### src/rtl/count_sched.sv
// count_sched: round-robin scheduler that shares one WIDTH-bit up-counter among NREQ requesters.
//
// Each requester raises Req[i] with a target count in Len[i*WIDTH +: WIDTH].
// The winner is granted, the shared counter is cleared for one cycle, then
// enabled until Count matches the latched length, and Done[owner] pulses once.
//
// Ports:
//   Clock    in   rising-edge system clock
//   Resetn   in   asynchronous active-low reset
//   Req      in   [NREQ]        request levels, held until Done
//   Len      in   [NREQ*WIDTH]  packed target counts
//   Count    in   [WIDTH]       current value of the shared counter
//   CntEn    out               counter enable
//   CntClrn  out               counter synchronous clear, active low
//   Grant    out  [NREQ]        one-hot owner, zero when idle
//   GrantId  out  [IDW]         binary owner index, zero when idle
//   Done     out  [NREQ]        one-cycle completion pulse to the owner
//   Busy     out               high outside IDLE
//
// Build option: define COUNT_SCHED_ABORT_EN to abandon a job when the owner
// drops Req during CLEAR or RUN (no Done pulse, pointer still advances).
module count_sched #(
   parameter int WIDTH = 8,
   parameter int NREQ  = 2,
   parameter int IDW   = 3
) (
   input  logic                  Clock,
   input  logic                  Resetn,
   input  logic [NREQ-1:0]       Req,
   input  logic [NREQ*WIDTH-1:0] Len,
   input  logic [WIDTH-1:0]      Count,
   output logic                  CntEn,
   output logic                  CntClrn,
   output logic [NREQ-1:0]       Grant,
   output logic [IDW-1:0]        GrantId,
   output logic [NREQ-1:0]       Done,
   output logic                  Busy
);
   typedef enum logic [1:0] {IDLE, CLEAR, RUN, DONE} state_t;
   state_t state, state_nxt;
   logic [IDW-1:0] owner, rr, sel, rr_nxt;
   logic [WIDTH-1:0] len_q, sel_len;
   logic [NREQ-1:0] owner_oh;
   logic hit, abort;
   assign owner_oh = NREQ'(1) << owner;
   assign hit = Count == len_q;
   assign rr_nxt = owner == IDW'(NREQ - 1) ? '0 : owner + 1'b1;
`ifdef COUNT_SCHED_ABORT_EN
   assign abort = (state == CLEAR || state == RUN) && !(|(Req & owner_oh));
`else
   assign abort = 1'b0;
`endif
   // Walk downward from the farthest candidate so the nearest set bit at or
   // after the pointer (with wrap) is the one left in sel.
   always_comb begin
      int idx;
      idx = 0;
      sel = rr;
      sel_len = '0;
      for (int k = NREQ - 1; k >= 0; k--) begin
         idx = int'(rr) + k;
         if (idx >= NREQ) idx = idx - NREQ;
         if (Req[idx]) begin
            sel = IDW'(idx);
            sel_len = WIDTH'(Len >> (idx * WIDTH));
         end
      end
   end
   always_comb begin
      state_nxt = state;
      state_nxt = abort ? IDLE :
                  state == IDLE  ? (|Req ? CLEAR : IDLE) :
                  state == CLEAR ? RUN :
                  state == RUN   ? (hit ? DONE : RUN) : IDLE;
      CntEn = state == RUN && !hit && !abort;
      CntClrn = state != CLEAR;
      Busy = state != IDLE;
      Grant = Busy ? owner_oh : '0;
      GrantId = Busy ? owner : '0;
      Done = state == DONE ? owner_oh : '0;
   end
   always_ff @(posedge Clock or negedge Resetn) begin
      if (!Resetn) begin
         state <= IDLE;
         rr <= '0;
         len_q <= '0;
         owner <= '0;
      end else begin
         state <= state_nxt;
         if (state == IDLE && |Req) begin
            owner <= sel;
            len_q <= sel_len;
         end
         if (state == DONE || abort) rr <= rr_nxt;
      end
   end
endmodule

### config.mk
export PLATFORM = sky130hd
export DESIGN_NAME = count_sched
export DESIGN_NICKNAME = d
export VERILOG_FILES = /design/src/rtl/count_sched.sv
export SDC_FILE = /design/constraint.sdc
export NUM_CORES = 1
export LEC_CHECK = 0
export ABC_CLOCK_PERIOD_IN_PS = 3720
export BUFFER_PORTS_ARGS = -buffer_cell sky130_fd_sc_hd__buf_2
export CAP_MARGIN = 20
export CORE_MARGIN = 4
export CORE_UTILIZATION = 35
export CTS_CLUSTER_DIAMETER = 60
export DETAILED_ROUTE_END_ITERATION = 12
export SLEW_MARGIN = 10
export SYNTH_ARGS = -nofsm -noshare
export SYNTH_HDL_FRONTEND = slang
export SYNTH_SLANG_ARGS = --single-unit
### constraint.sdc
create_clock -name Clock -period 3.72 [get_ports Clock]
set_input_delay 0.558 -clock Clock [delete_from_list [all_inputs] [get_ports Clock]]
set_output_delay 0.558 -clock Clock [all_outputs]
set_load 0.01 [all_outputs]
* Yosys cells after proc, flatten, opt, wreduce, memory -nomap -nowiden
Index checks and enable logic that the tools add are counted.
** Operators by class
- Add/sub/neg operators :: 4
- Reduce and logical (&&, ||, !) cells :: 6
- Magnitude comparators :: 4
- Shift-type cells :: 3
- Eq/ne operators :: 6
- Multiplexer cells :: 21
** Operators with widths (count)
- $lt A32 B3 Y1 const B :: 2
- $mux W32 :: 2
- $shr A16 B32 Y8 :: 2
- $mux W8 :: 2
- $mux W3 :: 4
- $mux W2 :: 5
- $eq A8 B8 Y1 :: 1
- $mux W1 :: 8
- $sub A4 B2 Y5 const B :: 1
- $add A3 B1 Y4 const B :: 1
- $eq A2 B2 Y1 const B :: 2
- $ge A4 B2 Y1 const B :: 1
- $sub A3 B2 Y4 const B :: 1
- $add A3 B1 Y3 const B :: 1
- $eq A3 B1 Y1 const B :: 1
- $ge A3 B2 Y1 const B :: 1
- $shl A1 B3 Y2 const A :: 1
- $eq A2 B1 Y1 const B :: 1
- $logic_and A1 B1 Y1 :: 2
- $logic_not A2 Y1 :: 1
- $ne A2 B1 Y1 const B :: 1
- $reduce_bool A2 Y1 :: 1
- $reduce_or A2 Y1 :: 1
- $logic_not A1 Y1 :: 1
** Word-level totals
- Register bits :: 16
- Input bits :: 28
- Output and inout port bits :: 10

* Logic depth before layout (Yosys ltp)
Gate-level depths: netlist of run 1.
- Depth after elaboration :: 8
- Depth in mapped cells :: 9
- Mapped depth without buffers :: 9

* Worst setup path after synthesis of run 1
OpenSTA, ideal clock, no wires.
- Kind :: reg2reg
- From :: register rr[1]
- To :: register len_q[0]
- Stages on the path, launching flop included :: 10
- Arrival :: 2.084 ns
- Setup time :: 0.121 ns
- Data required time :: 3.599 ns
- Setup slack :: 1.515 ns
- Clock period less this slack :: 2.205 ns
- Cells stage by stage :: dfrtp_1 > ha_1 > xor2_4 > inv_1 > ha_1 > ha_1 > nand3b_1 > nor2_1 > o31a_1 > o22a_1
** Between the ends
- Word-level cells in the longest chain between the ends :: 8
- Elaborated cells on any way between the ends :: 17
- Those cells by class :: add/sub: 3; order compare: 2; shift: 2; mux: 10
** RTL lines
- from (decl) :: RTL line 41 : logic [IDW-1:0] owner, rr, sel, rr_nxt;
- from (signal assigned) :: RTL line 94 : if (state == DONE || abort) rr <= rr_nxt;
- branches (longest 7 deep; another with $sub A4 B2 Y5)
- $mux W8 * :: RTL line 63 : if (Req[idx]) begin
- to (signal assigned) :: RTL line 92 : len_q <= sel_len;
- to (decl) :: RTL line 42 : logic [WIDTH-1:0] len_q, sel_len;
Mark *: on every way between the ends. The select of a mux whose other input is x is not followed.
A chain may end at the register's enable or synchronous reset.

* Worst setup path in the final report of run 1
- From :: register rr[0]
- To :: register len_q[2]
** Between the ends
- Word-level cells in the longest chain between the ends :: 8
- Elaborated cells on any way between the ends :: 17
- Those cells by class :: add/sub: 3; order compare: 2; shift: 2; mux: 10
** RTL lines (RTL line)
- branches (longest 7 deep; another with $sub A4 B2 Y5)
- $mux W8 * :: 63
Marks and branches as above.

==> results of run 1 <==
==> path summary, 6_finish.rpt <==
check                           endpoint  slack, ps  depth (start not counted)
max in group asynchronous       len_q[2]       3240                          1
worst min-delay path               rr[2]        210                          1
min in group Clock              len_q[4]        530                          1
worst max-delay path            len_q[2]        780                          9
worst min register to register  len_q[4]        530                          1
worst max register to register  len_q[2]        780                          9
==> worst max-delay path, delay by kind of cell (launching register included) <==
| kind | cells | cell delay (ps) |
|---|---|---|
| fa+ha+maj | 3 | 840 |
| flops | 1 | 810 |
| simple gates | 2 | 580 |
| buf+inv | 1 | 70 |
| compound gates | 2 | 320 |
| xor+xnor | 1 | 260 |
==> cells in the final DEF (no fill, tap or decap), drive strengths merged, types with 6 or more instances in the layout <==
master	n
a21oi	6
a22o	7
buf	38
dfrtp	16
ha	11
inv	11
mux2i	9
nand2	10
nor2	6
o21ai	12
o22a	7
o31a	7
xor2	11
==> through the flow <==
step / hold WS (ps) / util [%] / setup WS, ps / power [mW]
2_1_floorplan: 262 / - / 1520 / 1.04
3_3_place_gp: 497 / 41.6 / 837 / 1.26
3_5_place_dp: 498 / 41.6 / 772 / 1.26
4_1_cts: 226 / 42.9 / 767 / 1.43
5_1_grt: 234 / 42.9 / 577 / 1.57
6_report: 211 / 42.9 / 777 / 1.42
==> cells by family after synthesis <==
logic type               Yosys count  synth area share [%]
XOR/XNOR                          12                  8.57
flip-flops                        16                  27.7
buffers and inverters             20                  5.45
multiplexers                      10                  7.01
AND/OR/NAND/NOR                   38                  16.6
adder cells (fa/ha/maj)           11                  9.52
AO/OA/AOI/OAI                     50                  25.1
==> area by class of cell <==
| cell class | count | area, µm² | area share [%] |
|---|---|---|---|
| Clock buffer | 4 | 55.1 | 3.20 |
| Inverter | 11 | 41.3 | 2.40 |
| Multi-Input combinational cell | 121 | 966 | 56.2 |
| Sequential cell | 16 | 400 | 23.3 |
| Tap cell | 50 | 62.6 | 3.64 |
| Timing Repair Buffer | 38 | 193 | 11.2 |
==> routing by layer <==
layer  vias up  part of all wire (%)  global-route usage, %
li1        651                     -                      -
met1       600                    46                   19.5
met2        35                    48                   24.4
met3         6                   4.8                   3.32
met4         0                   1.5                   3.97
met5         -                     0                      0
==> power by group through the flow <==
stage               logic (mW)  registers [mW]  clock network (mW)
finish                   0.866           0.394               0.157
global route             0.989           0.412               0.171
CTS                      0.870           0.394               0.160
detailed placement       0.864           0.398                   0
global placement         0.860           0.399                   0
floorplan                0.719           0.318                   0
==> registers in the layout, summed over array words and instances, names as in the netlist <==
signal	cells
len_q	8
state	2
rr	3
owner	3
==> qor.yml, run 1 <==
rows: 23
tns_ps: 0
rsz0062_at_grt: "no"
fin_cells: 240
postRouteAntennaNets: 0
drt_iter0_markers: 69
synth_area_leaders: "dfrtp_1 28%, ha_1 9.5%, mux2i_1 6.2%"
syn_area_um2: 1450
nNetsFinal: 230
grt_usage_pct: 14.8
p_leak_nw: 0.810
ctsResizeCount: 0
antenna_found_initial: 0
final_period_minus_worst_setup_slack_ps: 2940
critPathMostFrequentCell: "ha_1"
drv_slew: 0
syn2layout_area_growth_pct: 18.9
startpoint_type: "flip-flop"
grt_overflow: 0
intPower_uw: 745
cts_buffers: 3
critPathCaptureType: "flip-flop"
grt_max_degree: 19
die_w_um: 72.3
yosysWarnings: 0
clock_path_buffers: 2
synthFlopType: "dfrtp_1"
power.switching_uw: 671
vias_per_cell: 5.38
worstSetupStartpoint: "rr[0]"
wl_per_cell_um: 15.0
r2r_start: "rr[0]"
hold_violations: 0
design.portCount: 38
clkLatencyLatePin_ps: 250
cts_sinks: 16
cts.clk_slew.worst_paths_ps: 70
yosysSeqAreaShare_pct: 27.7
syn_inst: 157
cts_hold_buf: 0
worst_pin_slew_ps: 726
dr.pass1.iters: 4
synth_commonest_cells: "16 x dfrtp_1, 11 x ha_1, 11 x inv_1, 11 x o21ai_0"
tritoncts: "yes"
cts_setup_buffers: 0
synth.avg_cell_area_um2: 9.20
grt_pass1_wl_um: 6100
synthArstFlopShare_pct: 100
yosysMostFrequentCell: "dfrtp_1"
outcome: "finished, final reports clean"
yosysTopAreaCellShare_pct: 27.7
num-fill-cells: 410
placed_cell_area_um2: 1660
cp.required_ps: 3910
gp_congestion: 0.784
root_buffer: "clkbuf_8"
totalWireLength_um: 3600
vdd_drop_max_mv: 0.304
fin_area_um2: 1720
htree_levels: 1
power_density_nw_per_um2: 824
io_buffers: 37
grt_pass1_vias: 1281
synth-edff-count: 0
drc: 0
die-area_um2: 5220
drive_above_1_share_pct: 25.8
switching_share_pct: 47.4
core_area_um2: 4000
antennaDiodeCount: 0
num_vias: 1292
hpwlAfterDp_um: 2810
relSlewSlack_pct: 51.6
dieHeight_um: 72.3
p_clk_share_pct: 11.1
critPathMaxFanout: 18
crit_chain: "ha_1, xor2_4, inv_1, ha_1, ha_1, nand3b_1, nor2_1, o31a_1, o22a_1"
p_seq_share_pct: 27.8
ys_seq_elements: 16
place_inst: 236
max_freq_ghz: 0.340
netlist-cell-type-count: 41
worst_clock_skew_ps: 2.58
cap_viol_max_count: 0
p_comb_share_pct: 61.1
period_share_pct: 79.1
cpPeakStageDelay_ps: 810
critPathArrivalTime_ps: 3130
cp_slowest_cell: "dfrtp_1"
hold_path.class: "input pin to asynchronous set/reset pin"
finalSetupViolations: 0
criticalPathCategory: "flip-flop to flip-flop"
syn_nets: 196
yosys.area.top_type: "dfrtp_1"
start_util_pct: 36.1
Note: power is estimated with default switching activity, not from simulation.
==> run 2, diff against run 1 <==
- ABC_CLOCK_PERIOD_IN_PS: 3720 -> 3000
- clock period: 3.72 -> 3 ns (I/O delays scaled with it)
==> run 2 against run 1 <==
Clock power up 25%. First-iteration DRC count down 49%. Register-to-register slack worse by 270 ps. Critical path depth unchanged. Clock-buffer cell count unchanged. Combinational power up 28%. Non-clock buffer count up 1. Sequential share of layout area down 0.10 points. Die area unchanged. Clock skew down 1.6 ps. Global-route usage down 0.14 points. Sequential cell count unchanged.
==> qor.yml, run 2 (synthesized netlist as in run 1, its figures left out) <==
outcome: "finished, final reports clean"  # unchanged
top_register: "len_q"  # unchanged
critPathMostFrequentCell: "ha_1"  # unchanged
drv_slew: 0  # unchanged
tns_ps: 0  # unchanged
grt_pass1_vias: 1290  # was 1281
finish.utilization_pct: 43.1  # was 42.9%
p_comb_share_pct: 62.7  # was 61.1%
io_buffers: 37  # unchanged
fin_cells: 241  # was 240
worst_clock_skew_ps: 1.02  # was 2.58 ps
grt_overflow: 0  # unchanged
htree_levels: 1  # unchanged
place_ws_ps: 554  # was 772 ps
layout.cells.most_common: "buf_2"  # unchanged
core_area_um2: 4000  # unchanged
nNetsFinal: 231  # was 230
design.portCount: 38  # unchanged
grt_usage_pct: 14.7  # was 14.8%
rows: 23  # unchanged
tritoncts: "yes"  # unchanged
p_seq_share_pct: 26.1  # was 27.8%
grt_pass1_wl_um: 6140  # was 6100 µm
largestRegisters: "len_q (8), owner (3), rr (3)"  # unchanged
cap_viol_max_count: 0  # unchanged
mostFrequentLayoutCells: "37 x buf_2, 16 x dfrtp_1, 11 x inv_1, 11 x o21ai_0, 11 x ha_1"  # unchanged
power_mw: 1.77  # was 1.42 mW
criticalPathCategory: "flip-flop to flip-flop"  # unchanged
cp_slowest_cell: "dfrtp_1"  # unchanged
largest_reg_flops: 8  # unchanged
cts_buffers: 3  # unchanged
critPathCaptureType: "flip-flop"  # unchanged
rsz0062_at_grt: "no"  # unchanged
hpwlAfterDp_um: 2860  # was 2810 µm
max_freq_ghz: 0.402  # was 0.340 GHz
ctsResizeCount: 0  # unchanged
postRouteAntennaNets: 0  # unchanged
intPower_uw: 931  # was 745 µW
hold_violations: 0  # unchanged
dr.pass1.iters: 4  # unchanged
vias_per_cell: 5.37  # was 5.38
totalWireLength_um: 3640  # was 3600 µm
period_share_pct: 82.9  # was 79.1%
cts_setup_buffers: 0  # unchanged
antenna_found_initial: 0  # unchanged
startpoint_type: "flip-flop"  # unchanged
clock_path_buffers: 2  # unchanged
cp.required_ps: 3190  # was 3910 ps
power_density_nw_per_um2: 1020  # was 824 nW/µm²
p_leak_nw: 0.815  # was 0.810 nW
setup_ws_ps: 512  # was 777 ps
grt_max_degree: 17  # was 19
vdd_drop_max_mv: 0.363  # was 0.304 mV
wl_per_cell_um: 15.1  # was 15.0 µm
cts.clk_slew.worst_paths_ps: 70  # about the same
relSlewSlack_pct: 62.4  # was 51.6%
cp_num_buf_inv: 1  # unchanged
hold_path.class: "input pin to asynchronous set/reset pin"  # unchanged
drive_above_1_share_pct: 26.2  # was 25.8%
clkLatencyLatePin_ps: 250  # about the same
cpPeakStageDelay_ps: 450  # was 810 ps
start_util_pct: 36.1  # unchanged
crit_family: "adder cells"  # unchanged
switching_share_pct: 47.3  # was 47.4%
drc: 0  # unchanged
dieHeight_um: 72.3  # unchanged
place_inst: 237  # was 236
cts_hold_buf: 0  # unchanged
antennaDiodeCount: 0  # unchanged
worst_pin_slew_ps: 561  # was 726 ps
p_clk_share_pct: 11.1  # about the same
final_period_minus_worst_setup_slack_ps: 2490  # was 2940 ps
power.switching_uw: 835  # was 671 µW
drt_iter0_markers: 35  # was 69
cts_sinks: 16  # unchanged
gp_congestion: 0.794  # was 0.784
num_vias: 1293  # was 1292
critPathMaxFanout: 8  # was 18
die_w_um: 72.3  # unchanged
die-area_um2: 5220  # unchanged
root_buffer: "clkbuf_8"  # unchanged
syn2layout_area_growth_pct: 19.4  # was 18.9%
critPathArrivalTime_ps: 2680  # was 3130 ps
crit_chain: "ha_1, xor2_4, inv_1, ha_1, ha_1, nand3b_1, nor2_1, o31a_1, o22a_1"  # unchanged
finalSetupViolations: 0  # unchanged
## run 2: routing by layer
metal | global-route usage [%] | vias to the layer above | wire length, µm
li1 | - | 647 | -
met1 | 18.5 | 610 | 1650
met2 | 25.6 | 34 | 1760
met3 | 4.02 | 2 | 211
met4 | 1.88 | 0 | 14
met5 | 0 | - | 0
## run 2: per-stage QoR
step	hold slack, ps	instance area [µm²]
3_3_place_gp	402	1670
3_5_place_dp	403	1670
2_1_floorplan	154	1450
4_1_cts	124	1730
5_1_grt	141	1730
6_report	120	1730
## run 2: path summary, 6_finish.rpt
path / startpoint / endpoint / slack, ps / cells past startpoint
setup / recovery: rr[1] / len_q[2] / 510 / 9
hold / removal: Resetn / rr[2] / 120 / 1
setup reg to reg: rr[1] / len_q[2] / 510 / 9
hold reg to reg: len_q[6] / len_q[6] / 530 / 2
max in group asynchronous: Resetn / len_q[6] / 2590 / 1
min in group Clock: Req[0] / owner[0] / 520 / 2
## run 2: power groups by stage
stage	combinational (mW)	clock, mW	sequential [mW]
finish	1.11	0.196	0.462
global route	1.26	0.214	0.476
CTS	1.12	0.204	0.461
detailed placement	1.11	0	0.465
global placement	1.10	0	0.463
floorplan	0.891	0	0.394
## run 2: cell type report
type | instances | area, µm²
Clock buffer | 4 | 55.1
Fill cell | 409 | 2270
Inverter | 11 | 41.3
Multi-Input combinational cell | 121 | 966
Sequential cell | 16 | 400
Tap cell | 50 | 62.6
Timing Repair Buffer | 39 | 200
==> run 3, diff against run 2 <==
- ABC_AREA: not set -> 1
- ABC_CLOCK_PERIOD_IN_PS: 3000 -> 2500
- clock period: 3 -> 2.5 ns (I/O delays scaled with it)
==> run 3 against run 2 <==
Largest power group unchanged. Register-to-register slack worse by 250 ps. Synthesized cell count up 55%. Sequential cell count did not move.
==> qor.yml, run 3 <==
top_register: "len_q"  # unchanged
synthArstFlopShare_pct: 100  # unchanged
relSlewSlack_pct: 56.8  # was 62.4%
syn_nets: 283  # was 196
totalWireLength_um: 3870  # was 3640 µm
vias_per_cell: 4.75  # was 5.37
drive_above_1_share_pct: 23.4  # was 26.2%
place_inst: 330  # was 237
cts_setup_buffers: 0  # unchanged
power.switching_mw: 1.27  # was 835 µW
r2r_start: "rr[0]"  # was rr[1]
tns_ps: 0  # unchanged
critPathArrivalTime_ps: 2410  # was 2680 ps
fin_cells: 334  # was 241
worst_pin_slew_ps: 643  # was 561 ps
die_w_um: 75.0  # was 72.3 µm
hold_violations: 0  # unchanged
power_density_nw_per_um2: 1290  # was 1020 nW/µm²
synth.avg_cell_area_um2: 6.44  # was 9.20 µm²
cts_sinks: 16  # unchanged
dieHeight_um: 75.0  # was 72.3 µm
finish.utilization_pct: 42.9  # was 43.1%
io_buffers: 37  # unchanged
design.portCount: 38  # unchanged
cp_num_buf_inv: 2  # was 1
postRouteAntennaNets: 0  # unchanged
hpwlAfterDp_um: 3070  # was 2860 µm
core_area_um2: 4350  # was 4000 µm²
root_buffer: "clkbuf_8"  # unchanged
criticalPathCategory: "flip-flop to flip-flop"  # unchanged
ys_seq_elements: 16  # unchanged
synth-edff-count: 0  # unchanged
switching_share_pct: 53.0  # was 47.3%
yosys.area.top_type: "dfrtp_1"  # unchanged
yosysSeqAreaShare_pct: 25.5  # was 27.7%
p_clk_share_pct: 9.6  # was 11.1%
critPathCaptureType: "flip-flop"  # unchanged
cts_buffers: 3  # unchanged
largestRegisters: "len_q (8), owner (3), rr (3)"  # unchanged
p_seq_share_pct: 21.9  # was 26.1%
nNetsFinal: 322  # was 231
clkLatencyLatePin_ps: 250  # about the same
start_util_pct: 36.1  # about the same
num_vias: 1588  # was 1293
cts.clk_slew.worst_paths_ps: 70  # about the same
intPower_mw: 1.13  # was 931 µW
p_leak_nw: 1.01  # was 0.815 nW
cap_viol_max_count: 0  # unchanged
cpPeakStageDelay_ps: 510  # was 450 ps
rows: 24  # was 23
ctsResizeCount: 0  # unchanged
startpoint_type: "flip-flop"  # unchanged
syn_area_um2: 1570  # was 1450 µm²
grt_pass1_wl_um: 6710  # was 6140 µm
tritoncts: "yes"  # unchanged
htree_levels: 1  # unchanged
crit_family: "adder cells"  # unchanged
antenna_found_initial: 0  # unchanged
netlist-cell-type-count: 31  # was 41
yosysMostFrequentCell: "nand2_1"  # was dfrtp_1
r2r_end: "len_q[1]"  # was len_q[2]
reg2reg_depth: 12  # was 9
yosysWarnings: 0  # unchanged
drt_iter0_markers: 76  # was 35
path_depth: 12  # was 9
vdd_drop_max_mv: 0.615  # was 0.363 mV
die-area_um2: 5630  # was 5220 µm²
syn2layout_area_growth_pct: 18.8  # was 19.4%
final_period_minus_worst_setup_slack_ps: 2240  # was 2490 ps
critPathMaxFanout: 12  # was 8
finalSetupViolations: 0  # unchanged
largest_reg_flops: 8  # unchanged
syn_inst: 244  # was 157
p_comb_share_pct: 68.5  # was 62.7%
drv_slew: 0  # unchanged
place_ws_ps: 257  # was 554 ps
cp.required_ps: 2680  # was 3190 ps
crit_chain: "ha_1, inv_1, nand2_4, nand2_4, ha_1, ha_1, inv_1, o2111ai_1, o21ai_1, nor2_4, nand2_1, a21oi_1"  # was ha_1, xor2_4, inv_1, ha_1, ha_1, nand3b_1, nor2_1, o31a_1, o22a_1
period_share_pct: 89.5  # was 82.9%
layout.cells.most_common: "nand2_1"  # was buf_2
synth_area_leaders: "dfrtp_1 25%, nand2_1 16%, inv_1 8.8%"  # was dfrtp_1 28%, ha_1 9.5%, mux2i_1 6.2%
antennaDiodeCount: 0  # unchanged
cts_hold_buf: 0  # unchanged
cp_slowest_cell: "dfrtp_1"  # unchanged
gp_congestion: 0.840  # was 0.794
synthFlopType: "dfrtp_1"  # unchanged
hold_path.class: "input pin to asynchronous set/reset pin"  # unchanged
grt_pass1_vias: 1525  # was 1290
critPathMostFrequentCell: "ha_1"  # unchanged
mostFrequentLayoutCells: "67 x nand2_1, 37 x inv_1, 37 x buf_2, 25 x nor2_1, 19 x o21ai_0"  # was 37 x buf_2, 16 x dfrtp_1, 11 x inv_1, 11 x o21ai_0, 11 x ha_1
setup_ws_ps: 263  # was 512 ps
synth_commonest_cells: "67 x nand2_1, 37 x inv_1, 25 x nor2_1, 19 x o21ai_0, 18 x a21oi_1"  # was 16 x dfrtp_1, 11 x ha_1, 11 x inv_1, 11 x o21ai_0
worst_clock_skew_ps: 4.59  # was 1.02 ps
drc: 0  # unchanged
clock_path_buffers: 2  # unchanged
max_freq_ghz: 0.447  # was 0.402 GHz
rsz0062_at_grt: "no"  # unchanged
grt_max_degree: 19  # was 17
wl_per_cell_um: 11.6  # was 15.1 µm
outcome: "finished, final reports clean"  # unchanged
yosysTopAreaCellShare_pct: 25.5  # was 27.7%
r2r_slack_ps: 260  # was 510 ps
dr.pass1.iters: 4  # unchanged
grt_overflow: 0  # unchanged
grt_usage_pct: 15.1  # was 14.7%
==> run 3: metal layers <==
| metal | GRT usage [%] | routed length [µm] |
|---|---|---|
| met5 | 0 | 0 |
| met4 | 1.58 | 29 |
| met3 | 3.74 | 250 |
| met2 | 25.0 | 1790 |
| met1 | 20.7 | 1800 |
==> run 3: final cells by class <==
| class | count | area, µm² |
|---|---|---|
| Fill cell | 440 | 2490 |
| Tap cell | 52 | 65.1 |
| Inverter | 40 | 150 |
| Timing Repair Buffer | 40 | 208 |
| Multi-Input combinational cell | 182 | 988 |
| Sequential cell | 16 | 400 |
| Clock buffer | 4 | 55.1 |
==> run 3: worst register-to-register path, stage by stage (launching register included) <==
cell,delay (ps)
dfrtp_1,510
ha_1,280
inv_1,90
nand2_4,60
nand2_4,60
ha_1,140
ha_1,220
inv_1,60
o2111ai_1,180
o21ai_1,130
nor2_4,230
nand2_1,80
a21oi_1,140
==> run 3: worst max path at each step <==
stage          start  endpoint  slack [ps]
5_1_grt        rr[0]  len_q[6]          10
3_3_place_gp   rr[0]  len_q[3]         360
3_5_place_dp   rr[0]  len_q[1]         260
2_1_floorplan  rr[0]  len_q[0]         420
6_report       rr[0]  len_q[1]         260
4_1_cts        rr[0]  len_q[1]         240
==> run 3: kinds of logic after synthesis <==
group	after synthesis	share of synthesized area [%]
XOR/XNOR	1	0.557
flip-flops	16	25.5
AND/OR/NAND/NOR	126	37.9
AO/OA/AOI/OAI	44	15.7
buffers and inverters	46	11.6
adder cells (fa/ha/maj)	11	8.76
==> run 3: power by group through the flow <==
| stage | Combinational [mW] | Clock [mW] | Sequential [mW] |
|---|---|---|---|
| detailed placement | 1.66 | 0 | 0.529 |
| global route | 1.91 | 0.250 | 0.549 |
| global placement | 1.65 | 0 | 0.528 |
| floorplan | 1.29 | 0 | 0.487 |
| CTS | 1.67 | 0.241 | 0.526 |
| finish | 1.65 | 0.231 | 0.525 |
==> run 3: per-stage QoR <==
stage	hold WS, ps	area (µm²)	power (mW)
after detailed placement	322	1810	2.19
after global routing	58.9	1870	2.70
final	36.1	1870	2.40
after floorplan	79.4	1570	1.78
after global placement	315	1810	2.18
after CTS	45.7	1870	2.44
